===== src/rtl/ic_pkg.sv =====
// Shared constants and FSM state encoding for the input-capture gate timer.
package ic_pkg;

    localparam int unsigned GATE_W_DEF = 24;
    localparam int unsigned CNT_W_DEF  = 16;

    typedef enum logic [2:0] {
        StIdle   = 3'd0,
        StClear  = 3'd1,
        StGate   = 3'd2,
        StSettle = 3'd3,
        StHold   = 3'd4
    } gate_state_e;

endpackage


===== src/rtl/ic_gate_timer.sv =====
// Gate-window timer around an external capture counter: clear, count for a fixed window, latch.
// Optional continuous mode (macro IC_GATE_CONT_EN) restarts the window after each acknowledge.
module ic_gate_timer
    import ic_pkg::*;
#(
    parameter int unsigned GATE_W = GATE_W_DEF,
    parameter int unsigned CNT_W  = CNT_W_DEF
) (
    input  logic              i_sysclk,
    input  logic              i_sysrst_n,
    input  logic              i_start,
    input  logic [GATE_W-1:0] i_gate_len,
    input  logic              i_ic_flg,
    input  logic [CNT_W-1:0]  i_cnt_data,
    input  logic              i_rd_ack,
    output logic              o_clr,
    output logic              o_cnt_en,
    output logic              o_busy,
    output logic              o_res_valid,
    output logic [CNT_W-1:0]  o_res_data,
    output logic              o_res_ovf
);

    localparam logic [GATE_W-1:0] GateOne = {{(GATE_W-1){1'b0}}, 1'b1};

    gate_state_e       state_q;
    logic [GATE_W-1:0] gate_len_q;
    logic [GATE_W-1:0] gate_cnt_q;
    logic              ovf_q;
    logic              ovf_hit;
    logic [GATE_W-1:0] gate_len_eff;

    // An increment that lands on zero means the capture counter just wrapped.
    assign ovf_hit      = i_ic_flg && (i_cnt_data == '0);
    assign gate_len_eff = (i_gate_len == '0) ? GateOne : i_gate_len;

    always_ff @(posedge i_sysclk or negedge i_sysrst_n) begin
        if (!i_sysrst_n) begin
            state_q     <= StIdle;
            gate_len_q  <= '0;
            gate_cnt_q  <= '0;
            ovf_q       <= 1'b0;
            o_clr       <= 1'b0;
            o_cnt_en    <= 1'b0;
            o_busy      <= 1'b0;
            o_res_valid <= 1'b0;
            o_res_data  <= '0;
            o_res_ovf   <= 1'b0;
        end else begin
            case (state_q)
                StIdle: begin
                    if (i_start) begin
                        gate_len_q <= gate_len_eff;
                        o_clr      <= 1'b1;
                        o_busy     <= 1'b1;
                        state_q    <= StClear;
                    end
                end
                StClear: begin
                    o_clr      <= 1'b0;
                    ovf_q      <= 1'b0;
                    gate_cnt_q <= gate_len_q;
                    o_cnt_en   <= 1'b1;
                    state_q    <= StGate;
                end
                StGate: begin
                    if (ovf_hit) begin
                        ovf_q <= 1'b1;
                    end
                    gate_cnt_q <= gate_cnt_q - GateOne;
                    if (gate_cnt_q == GateOne) begin
                        o_cnt_en <= 1'b0;
                        state_q  <= StSettle;
                    end
                end
                StSettle: begin
                    // Last in-gate edge only reaches i_cnt_data during this cycle.
                    ovf_q       <= ovf_q | ovf_hit;
                    o_res_ovf   <= ovf_q | ovf_hit;
                    o_res_data  <= i_cnt_data;
                    o_res_valid <= 1'b1;
                    state_q     <= StHold;
                end
                StHold: begin
                    if (i_rd_ack) begin
                        o_res_valid <= 1'b0;
`ifdef IC_GATE_CONT_EN
                        o_clr       <= 1'b1;
                        state_q     <= StClear;
`else
                        o_busy      <= 1'b0;
                        state_q     <= StIdle;
`endif
                    end
                end
                default: begin
                    o_clr       <= 1'b0;
                    o_cnt_en    <= 1'b0;
                    o_busy      <= 1'b0;
                    o_res_valid <= 1'b0;
                    state_q     <= StIdle;
                end
            endcase
        end
    end

endmodule

===== config.mk =====
export PLATFORM = sky130hd
export DESIGN_NAME = ic_gate_timer
export DESIGN_NICKNAME = d
export VERILOG_FILES = /design/src/rtl/ic_pkg.sv /design/src/rtl/ic_gate_timer.sv
export SDC_FILE = /design/constraint.sdc
export NUM_CORES = 1
export LEC_CHECK = 0
export CORE_MARGIN = 5
export CORE_UTILIZATION = 45
export DETAILED_ROUTE_END_ITERATION = 7
export MAX_ROUTING_LAYER = met4
export PLACE_DENSITY = 0.71
export SKIP_LAST_GASP = 1
export SYNTH_ARGS = -nofsm -noshare
export SYNTH_HDL_FRONTEND = slang
export SYNTH_SLANG_ARGS = --single-unit

===== constraint.sdc =====
create_clock -name i_sysclk -period 4.1 [get_ports i_sysclk]
set_input_delay 0.615 -clock i_sysclk [delete_from_list [all_inputs] [get_ports i_sysclk]]
set_output_delay 0.615 -clock i_sysclk [all_outputs]
set_load 0.01 [all_outputs]

==> reports/qor.txt <==
Crit path DAT: 2580 ps
Layout cell share with drive strength beyond 1: 0.1807
Largest net degree at the start of global routing: 40
Max incr delay on CP: 640 ps
VDD IR max: 345.7 µV
Synth cell types: 55
Sequential power share: 0.409
Req. time, crit path: 4320 ps
Core Footprint: 7807 µm²
Final GP Congestion: 0.8728
Dominant synthesized flop cell: dfrtp_1
Worst Max-Slew Pin Slew: 853.4 ps
Seq/Total Area, Yosys: 0.4997
Antenna-violating nets left: 0
H-tree depth: 3
Setup violations, final: 0
Cells after Synth: 339
Maximum fanout along the worst path: 21
CP startpoint: state_q[1]
Hold Path Class: in -> async
Total wire length: 8564 µm
# rows: 32
Fin. max-slew vios: 0
Clock period minus final worst setup slack: 2355 ps
CTS Root Cell: clkbuf_8
Crit path kind: reg -> reg
Comb power frac: 0.419
Worst path slowest cell: dfrtp_1
CTS sink cnt: 73
Power Density: 769.1 nW/µm²
Detailed Route Iter0 Violations: 236
Switching Fraction: 0.3772
Syn_nets: 386
Router iterations before antenna repair: 4
CP startpoint kind: flip-flop
Leakage Power: 1.798 nW
Post-cts sizing count: 0
Drt wl/cell: 16.92 µm
Fmax: 424.7 MHz
Worst-path clk slew: 80 ps
CTS max path bufs: 2
Dpl hpwl: 6184 µm
Skew final: 11.42 ps
RSZ-0062 raised after global routing: false
Mapped cell area: 3656 µm²
Switching pwr: 1.332 mW
Max cap viols: 0
# diodes: 0
Asr flop ratio synth: 1.000
Die width: 100.1 µm
TritonCTS Buffers: 9
P&R area growth vs syn: 25.60%
Setup Buffers After CTS: 0
Initial Util: 0.4683
Final Power: 3.532 mW
Vias per inst: 5.897
CTS tree: built
I/O pin count: 66
FF-to-FF Start: state_q[1]
Post-Syn Area per Cell: 10.78 µm²
Max_slew headroom: 0.4295
Final Hold Vio Count: 0
Post-synth EDFFs: 0
Register bit total from synthesis: 73
Via Count: 2984
GR Overflow Total: 0
First-pass GRT wire length: 14300 µm
Final setup TNS: 0 ps
Worst skew pair latency: 350 ps
Nets: 446
Initial antenna violation count: 0
CP endpoint kind: flip-flop
GRT Total Usage: 0.1839
Port bufs: 65
Pint: 2.200 mW
Die area: 10030 µm²
Status: complete, no violations
Synth warn: 0
Hold Buf Count CTS: 0
Die H: 100.1 µm
Clock group share of total power: 0.172
Vias in the first global route: 2903
CP Cell Sequence: nand2b_1 -> a21o_1 -> inv_1 -> a211oi_1 -> a21oi_1
Remaining DRCs: 0
Fin crit share: 0.5743
==> Yosys cell counts (all sizes together) (5+ instances only) <==
cell      n  area (µm²)
a21oi    17       85.08
a22oi     7       52.55
a2bb2oi   6       52.55
buf       8       45.04
clkbuf   13       48.80
dfrtp    73        1827
inv       7       26.28
mux2     39       439.2
nand2    22       82.58
nand3    14       70.07
nand4     9       56.30
nor2     16       60.06
nor3      8       45.04
nor4     16       151.4
o211ai    5       37.54
o21ai    14       70.06
o22ai     6       37.54
or3       8       51.30
==> flip-flops by register name, indices dropped and copies added (netlist names), 3 cells and up <==
register / flops
gate_len_q: 24
o_res_data: 16
gate_cnt_q: 24
state_q: 3
==> layer usage <==
layer | vias to the layer above | wire length [µm] | global-route usage
li1 | 1415 | - | -
met1 | 1471 | 4125 | 0.2547
met2 | 86 | 3807 | 0.2701
met3 | 12 | 514 | 0.03822
met4 | 0 | 117 | 0.06218
met5 | - | 0 | -
==> stage by stage <==
| step | utilization | setup WS, ps | std cells | hold slack (ps) | area [µm²] |
|---|---|---|---|---|---|
| final | 0.5881 | 1746 | 506 | 366.6 | 4592 |
| after global routing | 0.5881 | 1572 | 506 | 435.4 | 4592 |
| after CTS | 0.5881 | 1815 | 506 | 392.0 | 4592 |
| after detailed placement | 0.5601 | 1827 | 490 | 492.3 | 4373 |
| after global placement | 0.5601 | 1879 | 490 | 478.5 | 4373 |
| after floorplan | - | 2217 | 339 | 319.4 | 3656 |
==> power groups by stage <==
stage                     registers [mW]  clock network, mW  logic (mW)
after floorplan                     1.37                  0        1.03
after global placement              1.44                  0        1.45
after detailed placement            1.45                  0        1.48
after CTS                           1.44              0.623        1.49
after global routing                1.50              0.653        1.63
final                               1.44              0.607        1.48
==> logic make-up after synthesis <==
logic type | Yosys count | share of synthesized area
buf+inv | 28 | 0.03286
xor+xnor | 1 | 0.002396
simple gates | 118 | 0.1951
fa+ha+maj | 2 | 0.006844
flops | 73 | 0.4997
mux | 39 | 0.1201
compound gates | 78 | 0.1431
==> cell usage in the layout, fill, tap and decap left out, types with 12 or more instances in the layout <==
master,n
nand3_1,14
nand2_1,22
clkdlybuf4s50_1,64
o21ai_0,13
nor4_1,12
dfrtp_1,73
nor2_1,16
a21oi_1,17
mux2_2,39
==> area by class of cell <==
class / count / area, µm²
Clock inverter: 7 / 95.09
Timing Repair Buffer: 70 / 683.2
Tap cell: 102 / 127.6
Clock buffer: 9 / 123.9
Inverter: 7 / 26.28
Fill cell: 659 / 3216
Sequential cell: 73 / 1827
Multi-Input combinational cell: 238 / 1709
==> worst max-delay path, delay by kind of cell (launching register included) <==
family | cells | cell delay [ps]
buf+inv | 1 | 450
compound gates | 3 | 970
flops | 1 | 640
simple gates | 1 | 170
==> path summary, 6_finish.rpt <==
check	end	slack, ps	cells past startpoint
min in group i_sysclk	gate_cnt_q[17]	500	2
max in group asynchronous	gate_cnt_q[10]	2750	2
min reg2reg	gate_cnt_q[17]	500	2
max reg2reg	gate_cnt_q[0]	1750	5
max	gate_cnt_q[0]	1750	5
min	o_res_data[11]	370	1
(Power assumes the default switching activity.)
